`config.mk`:
```
export PLATFORM = sky130hd
export DESIGN_NAME = ascii_to_int32
export DESIGN_NICKNAME = d
export VERILOG_FILES = /design/src/rtl/ascii_to_int32.sv
export SDC_FILE = /design/constraint.sdc
export NUM_CORES = 1
export LEC_CHECK = 0
export CORE_MARGIN = 10
export CORE_UTILIZATION = 40
export CTS_BUF_LIST = sky130_fd_sc_hd__clkbuf_4 sky130_fd_sc_hd__clkbuf_8 sky130_fd_sc_hd__clkbuf_16
export DETAILED_ROUTE_END_ITERATION = 16
export HOLD_SLACK_MARGIN = 0.08
export RECOVER_POWER = 100
export SLEW_MARGIN = 20
export SYNTH_ARGS = -nofsm -noshare
export SYNTH_HDL_FRONTEND = slang
export SYNTH_SLANG_ARGS = --single-unit
```
`constraint.sdc`:
```
create_clock -name clk -period 6.7 [get_ports clk]
set_clock_uncertainty 0.2 [all_clocks]
set_input_delay 0.67 -clock clk [delete_from_list [all_inputs] [get_ports clk]]
set_output_delay 0.67 -clock clk [all_outputs]
set_load 0.05 [all_outputs]
```
`src/rtl/ascii_to_int32.sv`:
```
// ---------------------------------------------------------------------------
// ascii_to_int32
//
// Streaming parser: turns a stream of ASCII characters into signed 32-bit
// integers. Numbers are optionally signed runs of decimal digits, separated by
// delimiters (space, tab, LF, CR, comma). Each number finishing on a delimiter
// is presented on int32_out with a valid/ready handshake. Malformed tokens
// raise a one-cycle error pulse with a cause code. After an error, the rest of
// the token is discarded up to the next delimiter.
//
// Parameters
//   ACCEPT_PLUS  1: a leading '+' is a sign; 0: '+' is an invalid character
//
// Ports
//   clk          system clock, all state changes on the rising edge
//   rst_n        synchronous active-low reset
//   char_in      ASCII character
//   char_valid   char_in is valid
//   char_ready   parser accepts char_in this cycle (low in OUTPUT and reset)
//   int32_out    parsed two's-complement result
//   int32_valid  int32_out is valid (high while in OUTPUT)
//   int32_ready  consumer accepts int32_out
//   error        one-cycle parse-error pulse
//   error_code   cause of the last error: 01 invalid, 10 overflow,
//                11 sign without digits
//   busy         high whenever the parser is not IDLE
// ---------------------------------------------------------------------------
module ascii_to_int32 #(
    parameter bit ACCEPT_PLUS = 1'b1
) (
    input  logic        clk,
    input  logic        rst_n,
    input  logic [7:0]  char_in,
    input  logic        char_valid,
    output logic        char_ready,
    output logic [31:0] int32_out,
    output logic        int32_valid,
    input  logic        int32_ready,
    output logic        error,
    output logic [1:0]  error_code,
    output logic        busy
);

    typedef enum logic [2:0] {
        ST_IDLE   = 3'd0,
        ST_SIGN   = 3'd1,
        ST_DIGITS = 3'd2,
        ST_OUTPUT = 3'd3,
        ST_SKIP   = 3'd4
    } state_t;

    localparam logic [1:0] ERR_INVALID  = 2'b01;
    localparam logic [1:0] ERR_OVERFLOW = 2'b10;
    localparam logic [1:0] ERR_NODIGITS = 2'b11;

    // Largest magnitudes representable for each sign.
    localparam logic [35:0] POS_LIMIT = 36'd2147483647;
    localparam logic [35:0] NEG_LIMIT = 36'd2147483648;

    // ------------------------------------------------------------------
    // State
    // ------------------------------------------------------------------
    state_t      state_q, state_d;
    logic [31:0] acc_q, acc_d;          // magnitude accumulated so far
    logic        neg_q, neg_d;          // token carries a '-' sign
    logic [31:0] out_q, out_d;          // registered result
    logic        error_q, error_d;
    logic [1:0]  code_q, code_d;

    // ------------------------------------------------------------------
    // Character classification
    // ------------------------------------------------------------------
    logic       is_digit;
    logic       is_delim;
    logic       is_minus;
    logic       is_plus;
    logic [3:0] digit_val;

    always_comb begin
        is_digit  = (char_in >= 8'h30) && (char_in <= 8'h39);
        is_delim  = (char_in == 8'h20) || (char_in == 8'h09) ||
                    (char_in == 8'h0A) || (char_in == 8'h0D) ||
                    (char_in == 8'h2C);
        is_minus  = (char_in == 8'h2D);
        // With ACCEPT_PLUS cleared '+' simply falls through to "invalid".
        is_plus   = ACCEPT_PLUS && (char_in == 8'h2B);
        digit_val = char_in[3:0];
    end

    // ------------------------------------------------------------------
    // Accumulator arithmetic: acc*10 + digit without a multiplier.
    // 36 bits hold 10 * (2^32 - 1) + 9, so the compare sees the true value.
    // ------------------------------------------------------------------
    logic [35:0] acc_wide;
    logic [35:0] acc_x10;
    logic [35:0] acc_next;
    logic [35:0] acc_limit;
    logic        acc_overflow;

    always_comb begin
        acc_wide     = {4'd0, acc_q};
        acc_x10      = (acc_wide << 3) + (acc_wide << 1);
        acc_next     = acc_x10 + {32'd0, digit_val};
        acc_limit    = neg_q ? NEG_LIMIT : POS_LIMIT;
        acc_overflow = (acc_next > acc_limit);
    end

    // ------------------------------------------------------------------
    // Handshake signals
    // ------------------------------------------------------------------
    logic accept;

    // Input is refused during reset and while a result waits for the consumer.
    assign char_ready  = rst_n && (state_q != ST_OUTPUT);
    assign accept      = char_valid && char_ready;
    assign int32_valid = (state_q == ST_OUTPUT);
    assign int32_out   = out_q;
    assign error       = error_q;
    assign error_code  = code_q;
    assign busy        = (state_q != ST_IDLE);

    // ------------------------------------------------------------------
    // Next-state logic
    // ------------------------------------------------------------------
    always_comb begin
        state_d = state_q;
        acc_d   = acc_q;
        neg_d   = neg_q;
        out_d   = out_q;
        error_d = 1'b0;
        code_d  = code_q;

        case (state_q)
            ST_IDLE: begin
                if (accept) begin
                    if (is_delim) begin
                        state_d = ST_IDLE;
                    end else if (is_minus) begin
                        state_d = ST_SIGN;
                        neg_d   = 1'b1;
                        acc_d   = 32'd0;
                    end else if (is_plus) begin
                        state_d = ST_SIGN;
                        neg_d   = 1'b0;
                        acc_d   = 32'd0;
                    end else if (is_digit) begin
                        state_d = ST_DIGITS;
                        neg_d   = 1'b0;
                        acc_d   = {28'd0, digit_val};
                    end else begin
                        state_d = ST_SKIP;
                        error_d = 1'b1;
                        code_d  = ERR_INVALID;
                    end
                end
            end

            ST_SIGN: begin
                if (accept) begin
                    if (is_digit) begin
                        state_d = ST_DIGITS;
                        acc_d   = {28'd0, digit_val};
                    end else if (is_delim) begin
                        // The delimiter already ends the token, so no SKIP.
                        state_d = ST_IDLE;
                        error_d = 1'b1;
                        code_d  = ERR_NODIGITS;
                    end else begin
                        state_d = ST_SKIP;
                        error_d = 1'b1;
                        code_d  = ERR_INVALID;
                    end
                end
            end

            ST_DIGITS: begin
                if (accept) begin
                    if (is_digit) begin
                        if (acc_overflow) begin
                            // acc keeps its last in-range value.
                            state_d = ST_SKIP;
                            error_d = 1'b1;
                            code_d  = ERR_OVERFLOW;
                        end else begin
                            acc_d = acc_next[31:0];
                        end
                    end else if (is_delim) begin
                        // Negating 2^31 wraps to 0x80000000, which is exact.
                        state_d = ST_OUTPUT;
                        out_d   = neg_q ? (32'd0 - acc_q) : acc_q;
                    end else begin
                        state_d = ST_SKIP;
                        error_d = 1'b1;
                        code_d  = ERR_INVALID;
                    end
                end
            end

            ST_OUTPUT: begin
                if (int32_ready) begin
                    state_d = ST_IDLE;
                    acc_d   = 32'd0;
                    neg_d   = 1'b0;
                end
            end

            ST_SKIP: begin
                if (accept && is_delim) begin
                    state_d = ST_IDLE;
                    acc_d   = 32'd0;
                    neg_d   = 1'b0;
                end
            end

            default: begin
                state_d = ST_IDLE;
                acc_d   = 32'd0;
                neg_d   = 1'b0;
            end
        endcase
    end

    // ------------------------------------------------------------------
    // State registers
    // ------------------------------------------------------------------
    always_ff @(posedge clk) begin
        if (!rst_n) begin
            state_q <= ST_IDLE;
            acc_q   <= 32'd0;
            neg_q   <= 1'b0;
            out_q   <= 32'd0;
            error_q <= 1'b0;
            code_q  <= 2'b00;
        end else begin
            state_q <= state_d;
            acc_q   <= acc_d;
            neg_q   <= neg_d;
            out_q   <= out_d;
            error_q <= error_d;
            code_q  <= code_d;
        end
    end

endmodule

```
-- Word-level counts from Yosys, hierarchy flattened
Index checks and enable logic that the tools add are counted.
Widths: inputs -> output; s select.
- add/subtract/negate cells: 3
- $lt $le $gt $ge: 3
- eq/ne operators: 27
- multiplexer cells: 61
- bitwise operators: 2
- reductions and logical operators: 17
- operator list (cell ; count):
    $mux 32 ; 13
    $pmux 32 s5 ; 1
    $mux 3 ; 14
    $add 35x33->36 ; 1
    $add 36x4->36 ; 1
    $gt 36x32->1 ; 1
    $eq 8x6->1 const B ; 4
    $sub 1x32->32 const A ; 1
    $eq 8x4->1 const B ; 3
    $mux 2 ; 12
    $ne 2x2->1 const B ; 11
    $mux 1 ; 17
    $pmux 3 s5 ; 1
    $reduce_and 6->1 ; 2
    $reduce_and 11->1 ; 1
    $ge 8x6->1 const B ; 1
    $le 8x6->1 const B ; 1
    $reduce_and 8->1 ; 1
    $eq 3x2->1 const B ; 2
    $ne 3x3->1 const B ; 2
    $pmux 2 s3 ; 1
    $reduce_bool 3->1 ; 2
    $logic_and 1x1->1 ; 4
    $logic_or 1x1->1 ; 4
    11 further kinds ; 12
- flip-flop bits (word level): 71
- input port bits: 12
- output and inout port bits: 38
- logic and storage cells: 119

-- Longest topological paths before layout
- depth in word-level cells: 9
- depth in mapped cells: 23

-- Worst setup path after synthesis
Ideal clock, no wire load.
- kind: input port to flip-flop
- start point: input char_in[3]
- end point: register acc_q[19]
- data arrival time: 5.672 ns
- required time: 6.441 ns
- slack: 0.769 ns
- stages: 21
- path buffers: 1
- path through: fa_1 -> ha_1 -> a21oi_1 -> nand4b_1 -> a211o_1 -> nand4_1 -> a31o_1 -> a31o_2 -> or4_1 -> and4_1 -> ha_1 -> a21oi_1 -> nor2b_1 -> o21ai_0 -> or4b_4 -> nor4b_4 -> o211ai_2 -> or4_4 -> nor2_8 -> buf_8 -> a22o_1
- longest elaborated chain between the ends: 8
- elaborated cells on any way between the ends: 32
- RTL lines (what ; line ; source):
    from (decl) ; 33 ; input logic [7:0] char_in,
    branches (longest 8 deep; another with $add 36x4->36) ; - ;
    to (signal assigned) ; 229 ; acc_q <= 32'd0;
    to (signal assigned) ; 236 ; acc_q <= acc_d;
    to (decl) ; 64 ; logic [31:0] acc_q, acc_d;
Several ways; the timed one is not identified. The select of a mux whose other input is x is not followed.
A chain may end at the register's enable or synchronous reset.

-- Final worst setup path
- start point: input char_in[3]
- end point: register acc_q[12]
The elaborated chain is that of the path after synthesis.

==> flow_summary.json <==
{
  "status": "finished, violations left",
  "violations": "max-capacitance violations",
  "cts_tree": "done",
  "vdd.ir_drop.worst_mv": 0.119,
  "relSlewSlack": 0.00591,
  "yosysWarnings": 0,
  "synthDistinctLibCells": 76,
  "final_common_cell": "ha_1",
  "h-tree-depth": 3,
  "syn2layout_area_growth_pct": 16.1,
  "crit_path_end": "acc_q[12]",
  "vias_per_cell": 5.74,
  "hold_violations": 0,
  "initial_core_util": 0.407,
  "placed_cells": 1033,
  "ant_nets": 0,
  "powerDensity_nw_per_um2": 136,
  "critPathTopFamily": "simple AND/OR/NAND/NOR gates",
  "synth_largest_area_cell": "dfxtp_1",
  "critPathRequiredTime_ns": 6.78,
  "grt_use_total": 0.167,
  "max_stage_delay_ns": 0.54,
  "first_pass_iters": 6,
  "stdcell_count": 1050,
  "synth-main-ff-cell": "dfxtp_1",
  "antenna_found_initial": 0,
  "cp-end-kind": "register",
  "cp.depth": 22,
  "critPathBufInv": 3,
  "vias": 6030,
  "reg2reg_to": "acc_q[12]",
  "rows": 46,
  "synth-edff-count": 0,
  "clockBufferDepth": 2,
  "slew_violations": 0,
  "cp-startpoint": "char_in[3]",
  "fmax_ghz": 0.157,
  "yosysSeqAreaShare": 0.220,
  "clk_pin_slew_ns": 0.06,
  "regArea_um2": 1420,
  "critPathLaunchType": "primary input",
  "fin_crit_ns": 6.38,
  "cts_root_buf": "clkbuf_16",
  "clkSinkCount": 71,
  "place_hpwl_mm": 14.7,
  "rsz0062_at_grt": "no",
  "tns_ns": 0,
  "yosysTopAreaCellShare": 0.220,
  "cts.hold.buffers_added": 0,
  "syn_inst": 778,
  "holdCritPathClass": "register to register",
  "grt_pass1_vias": 5938,
  "path_cells": "clkdlybuf4s50_1 -> fa_1 -> fa_1 -> a211oi_1 -> buf_4 -> o21ai_0 -> a22oi_1 -> nand3_1 -> a21oi_2 -> o21bai_1 -> a21oi_1 -> xnor2_1 -> ha_1 -> nand4_1 -> a21oi_1 -> or4b_1 -> nor4b_2 -> o211ai_2 -> or4_4 -> nor2_2 -> buf_4 -> a22o_1",
  "core-area_um2": 15900,
  "p_leak_nw": 3.50,
  "routed_wirelength_mm": 18.2,
  "crit_path_top_delay_cell": "clkdlybuf4s50_1",
  "drc": 0,
  "multi_input_area_um2": 4760,
  "drive_above_1_share": 0.0767,
  "dieArea_um2": 21600,
  "synth_area_um2": 6460,
  "fill_cells": 1595,
  "async_flop_share": 0,
  "r2r_cells": 21,
  "fp.dieH_um": 147,
  "antenna_cells": 0,
  "overflow": 0,
  "dp_slack_ns": -0.0470,
  "drt_iter0_markers": 321,
  "max_cap_viol_count": 1,
  "ys_seq_elements": 71,
  "portBuffers": 49,
  "grt_first_pass_wirelength_mm": 30.5,
  "insertion_delay_ns": 0.33,
  "worstReg2RegStart": "acc_q[10]",
  "avgSynthCellArea_um2": 8.31,
  "worst_pin_slew_ns": 1.49,
  "finalSetupViolations": 0,
  "nNetsFinal": 939,
  "netlist_top_cells_area": "dfxtp_1 22%, ha_1 19%, a21oi_1 5.3%, xor2_1 4.5%, nand2_1 3.9%",
  "crit_type": "primary input to register",
  "critPathMaxFanout": 18,
  "crit_arrival_ns": 6.46,
  "cts_buffers": 9,
  "avgRoutedWirePerCell_um": 17.4,
  "final_cell_mix": "96 x ha_1, 70 x dfxtp_1, 68 x nand2_1, 68 x nor2_1, 67 x a21oi_1",
  "io_pins": 50,
  "syn_nets": 888,
  "period_share": 0.952,
  "reg2reg_slack_ns": 0.59,
  "fp.dieW_um": 147,
  "setup_slack_ns": 0.320,
  "grt_start_max_net_pins": 60,
  "place_congestion": 0.896,
  "post-route-util": 0.473
}
-- through the flow --
step                power [W]  area [um2]  hold slack, ns
floorplan            0.000485        6460           0.291
global placement     0.000510        7230           0.276
finish                0.00102        7510           0.284
CTS                   0.00103        7550           0.290
global route          0.00105        7510           0.320
detailed placement   0.000511        7230           0.285
-- registers in the layout, indices dropped and copies added (netlist names) --
register    cells
error           1
state_q         3
acc_q          32
neg_q           1
int32_out      32
error_code      2
-- cell type report --
type	count	area share
clock inverters	5	0.0110
inverters	10	0.00500
well taps	216	0.0360
multi-input cells	661	0.634
flip-flops and latches	71	0.189
clock buffers	11	0.0320
repair buffers	76	0.0925
-- where the power goes --
group / switching [W] / total, W / internal, W / leakage [nW]
registers: 0.00000448 / 0.000429 / 0.000425 / 0.573
clock network: 0.000183 / 0.000518 / 0.000335 / 0.161
logic: 0.0000438 / 0.0000711 / 0.0000273 / 2.77
-- cells in the mapped netlist, types with 10 or more instances --
cell type and number:
ha_1 96, dfxtp_1 71, a21oi_1 68, nand2_1 68
nor2_1 68, o21ai_0 45, xor2_1 33, a211oi_1 25
a22o_1 25, xnor2_1 24, nand4_1 21, nor3_1 16
clkbuf_1 14, mux2i_1 13, nand3_1 12, a21o_1 11
inv_1 10, or3_1 10
-- tightest hold or removal path: stages (launching register included) --
cell and delay (ns):
dfxtp_1 0.31, o21ai_0 0.07, a21oi_1 0.06
-- logic make-up (layout without fill, tap and decap cells) --
kind of cell	Yosys count	in the layout	share of synthesized area
AOI/OAI and AO/OA	245	245	0.252
xor gates and xnor gates	57	57	0.0772
adders and majority gates	98	98	0.192
buffers and inverters	46	102	0.0414
DFF	71	71	0.220
muxes	13	13	0.0201
and+or+nand+nor	248	248	0.197
-- repair_timing --
action	CTS	global route
gates resized for setup	0	1
setup endpoints to repair	0	29
buffers inserted	0	1
-- how the worst min path moves through the flow --
stage                        from             to  slack [ns]  depth (start not counted)
floorplan                acc_q[1]       acc_q[1]        0.29                          2
global placement    int32_out[27]  int32_out[27]        0.28                          2
finish              error_code[1]  error_code[1]        0.28                          2
CTS                 error_code[1]  error_code[1]        0.29                          2
global route        error_code[1]  error_code[1]        0.32                          2
detailed placement  error_code[1]  error_code[1]        0.28                          2
-- metal layers --
layer | up-vias | routed length, um | GRT usage
met3 | 36 | 609 | 0.0267
met5 | - | 0 | 0
met4 | 0 | 535 | 0.0699
li1 | 3039 | - | -
met2 | 139 | 8130 | 0.266
met1 | 2816 | 8960 | 0.219
Power figures use the tool's default switching activity.
==> edit, RTL diff (same settings) <==
The parameter `ACCEPT_PLUS` goes from 1'b1 to 1'b0.
--- a/src/rtl/ascii_to_int32.sv
+++ b/src/rtl/ascii_to_int32.sv
@@ -26,7 +26,7 @@
 //   busy         high whenever the parser is not IDLE
 // ---------------------------------------------------------------------------
 module ascii_to_int32 #(
-    parameter bit ACCEPT_PLUS = 1'b1
+    parameter bit ACCEPT_PLUS = 1'b0
 ) (
     input  logic        clk,
     input  logic        rst_n,
Function: changed (a bounded check fails within 4 cycles, from zero or initial values and one cycle with rst_n low).
==> edit against the unedited design <==
  * The run ends with max-capacitance violations, max-slew violations left
  * Setup slack improved by 120 ps
  * Wire length fell by 0.78%
  * Final area fell by 1.0%
  * Utilization fell by 0.31 points
  * Sequential cell count did not move
  * Power rose by 0.51%
  * Synthesized area barely moved
  * Count of clock-buffer cells in the layout fell by 1
  * Largest cell class unchanged
  * Highest routed layer unchanged
==> edit: results (changes against the unedited design) <==
stage;metric;value;unit;change
run_status;outcome;finished with violations;;
run_status;violations;max-capacitance violations, max-slew violations;;
power_and_ir_drop;vdd_drop_max;0.000111;V;-6.8%
route;drtPass1Iterations;5;;-1
grt;grt_pass1_vias;5749;;-3.2%
placement;gp_congestion;0.987;;+10%
synthesis;synthTopCellsByCount;106 x nand2_1, 96 x ha_1, 71 x dfxtp_1, 54 x a21oi_1, 43 x o21ai_0;;
grt;grtUsageMet3;0.0197;;-0.00706
placement;hpwl;14300;um;-2.6%
route;vias;6127;;+1.6%
flow_run;cap_violations;1;;unchanged
route;wl_per_cell;17.5;um;+0.66%
grt;track_usage;0.163;;-0.00438
grt;grt_pass1_wl;29800;um;-2.1%
grt;grt_max_degree;32;;-47%
grt;grt_util_met2;0.267;;+0.000451
final_layout;nNetsFinal;925;;-1.5%
worst_setup_path;worstPathMaxFanout;13;;-5
power_and_ir_drop;power_switching;0.260;mW;+12%
grt;use_met1;0.220;;+0.000881
sta;maxSlewHeadroom;-0.318;;-0.324
route;met3_wirelength;810;um;+33%
placement;placed_cell_area;7150;sq um;-1.2%
synthesis;syn_area_per_cell;8.26;sq um;-0.61%
final_layout;instances_no_fill;1035;;-1.4%
route;wl_met2;8450;um;+3.9%
sta;report.final.slew_viol_count;19;;+19
synthesis;syn-num-nets;892;;+0.45%
-- edit: power by group through the flow --
stage	sequential (mW)	combinational, mW	clock, mW
floorplan	0.450	0.0691	0
global placement	0.447	0.105	0
detailed placement	0.447	0.108	0
CTS	0.438	0.108	0.490
global route	0.439	0.115	0.512
finish	0.439	0.106	0.479
-- edit: logic make-up (layout without fill, tap and decap cells) --
kind of cell | count (synthesis) | in the layout | share of synthesized area
adder cells (fa/ha/maj) | 98 | 98 | 0.192
multiplexers | 4 | 4 | 0.00639
flip-flops | 71 | 71 | 0.220
XOR/XNOR | 59 | 59 | 0.0800
buffers and inverters | 49 | 86 | 0.0347
AND/OR/NAND/NOR | 264 | 264 | 0.202
AO/OA/AOI/OAI | 237 | 237 | 0.265
-- edit: critical path: cells and delay by family --
| kind | cells | cell delay [ps] |
|---|---|---|
| AND/OR/NAND/NOR | 9 | 2100 |
| AO/OA/AOI/OAI | 5 | 1340 |
| adder cells (fa/ha/maj) | 4 | 1240 |
| buffers and inverters | 2 | 800 |
| XOR/XNOR | 1 | 120 |
-- edit: path summary, 6_finish.rpt --
path | startpoint | slack [ps] | endpoint
min | int32_out[0] | 260 | int32_out[0]
max reg2reg | acc_q[2] | 780 | state_q[0]
min reg2reg | int32_out[0] | 260 | int32_out[0]
max | char_in[2] | 440 | state_q[0]
-- edit: per-stage QoR --
stage | setup slack (ps) | utilization
2_1_floorplan | 984 | -
3_3_place_gp | 361 | 0.452
3_5_place_dp | 129 | 0.452
4_1_cts | 458 | 0.470
5_1_grt | 24.5 | 0.470
6_report | 443 | 0.470
-- edit: layout make-up --
type / instances / area [sq um]
sequential: 71 / 1420
clock inverter: 5 / 58.8
clock buffer: 10 / 239
fill: 1519 / 8400
inverter: 12 / 45.0
tap: 216 / 270
timing repair buffer: 59 / 583
multi-input combinational: 662 / 4810
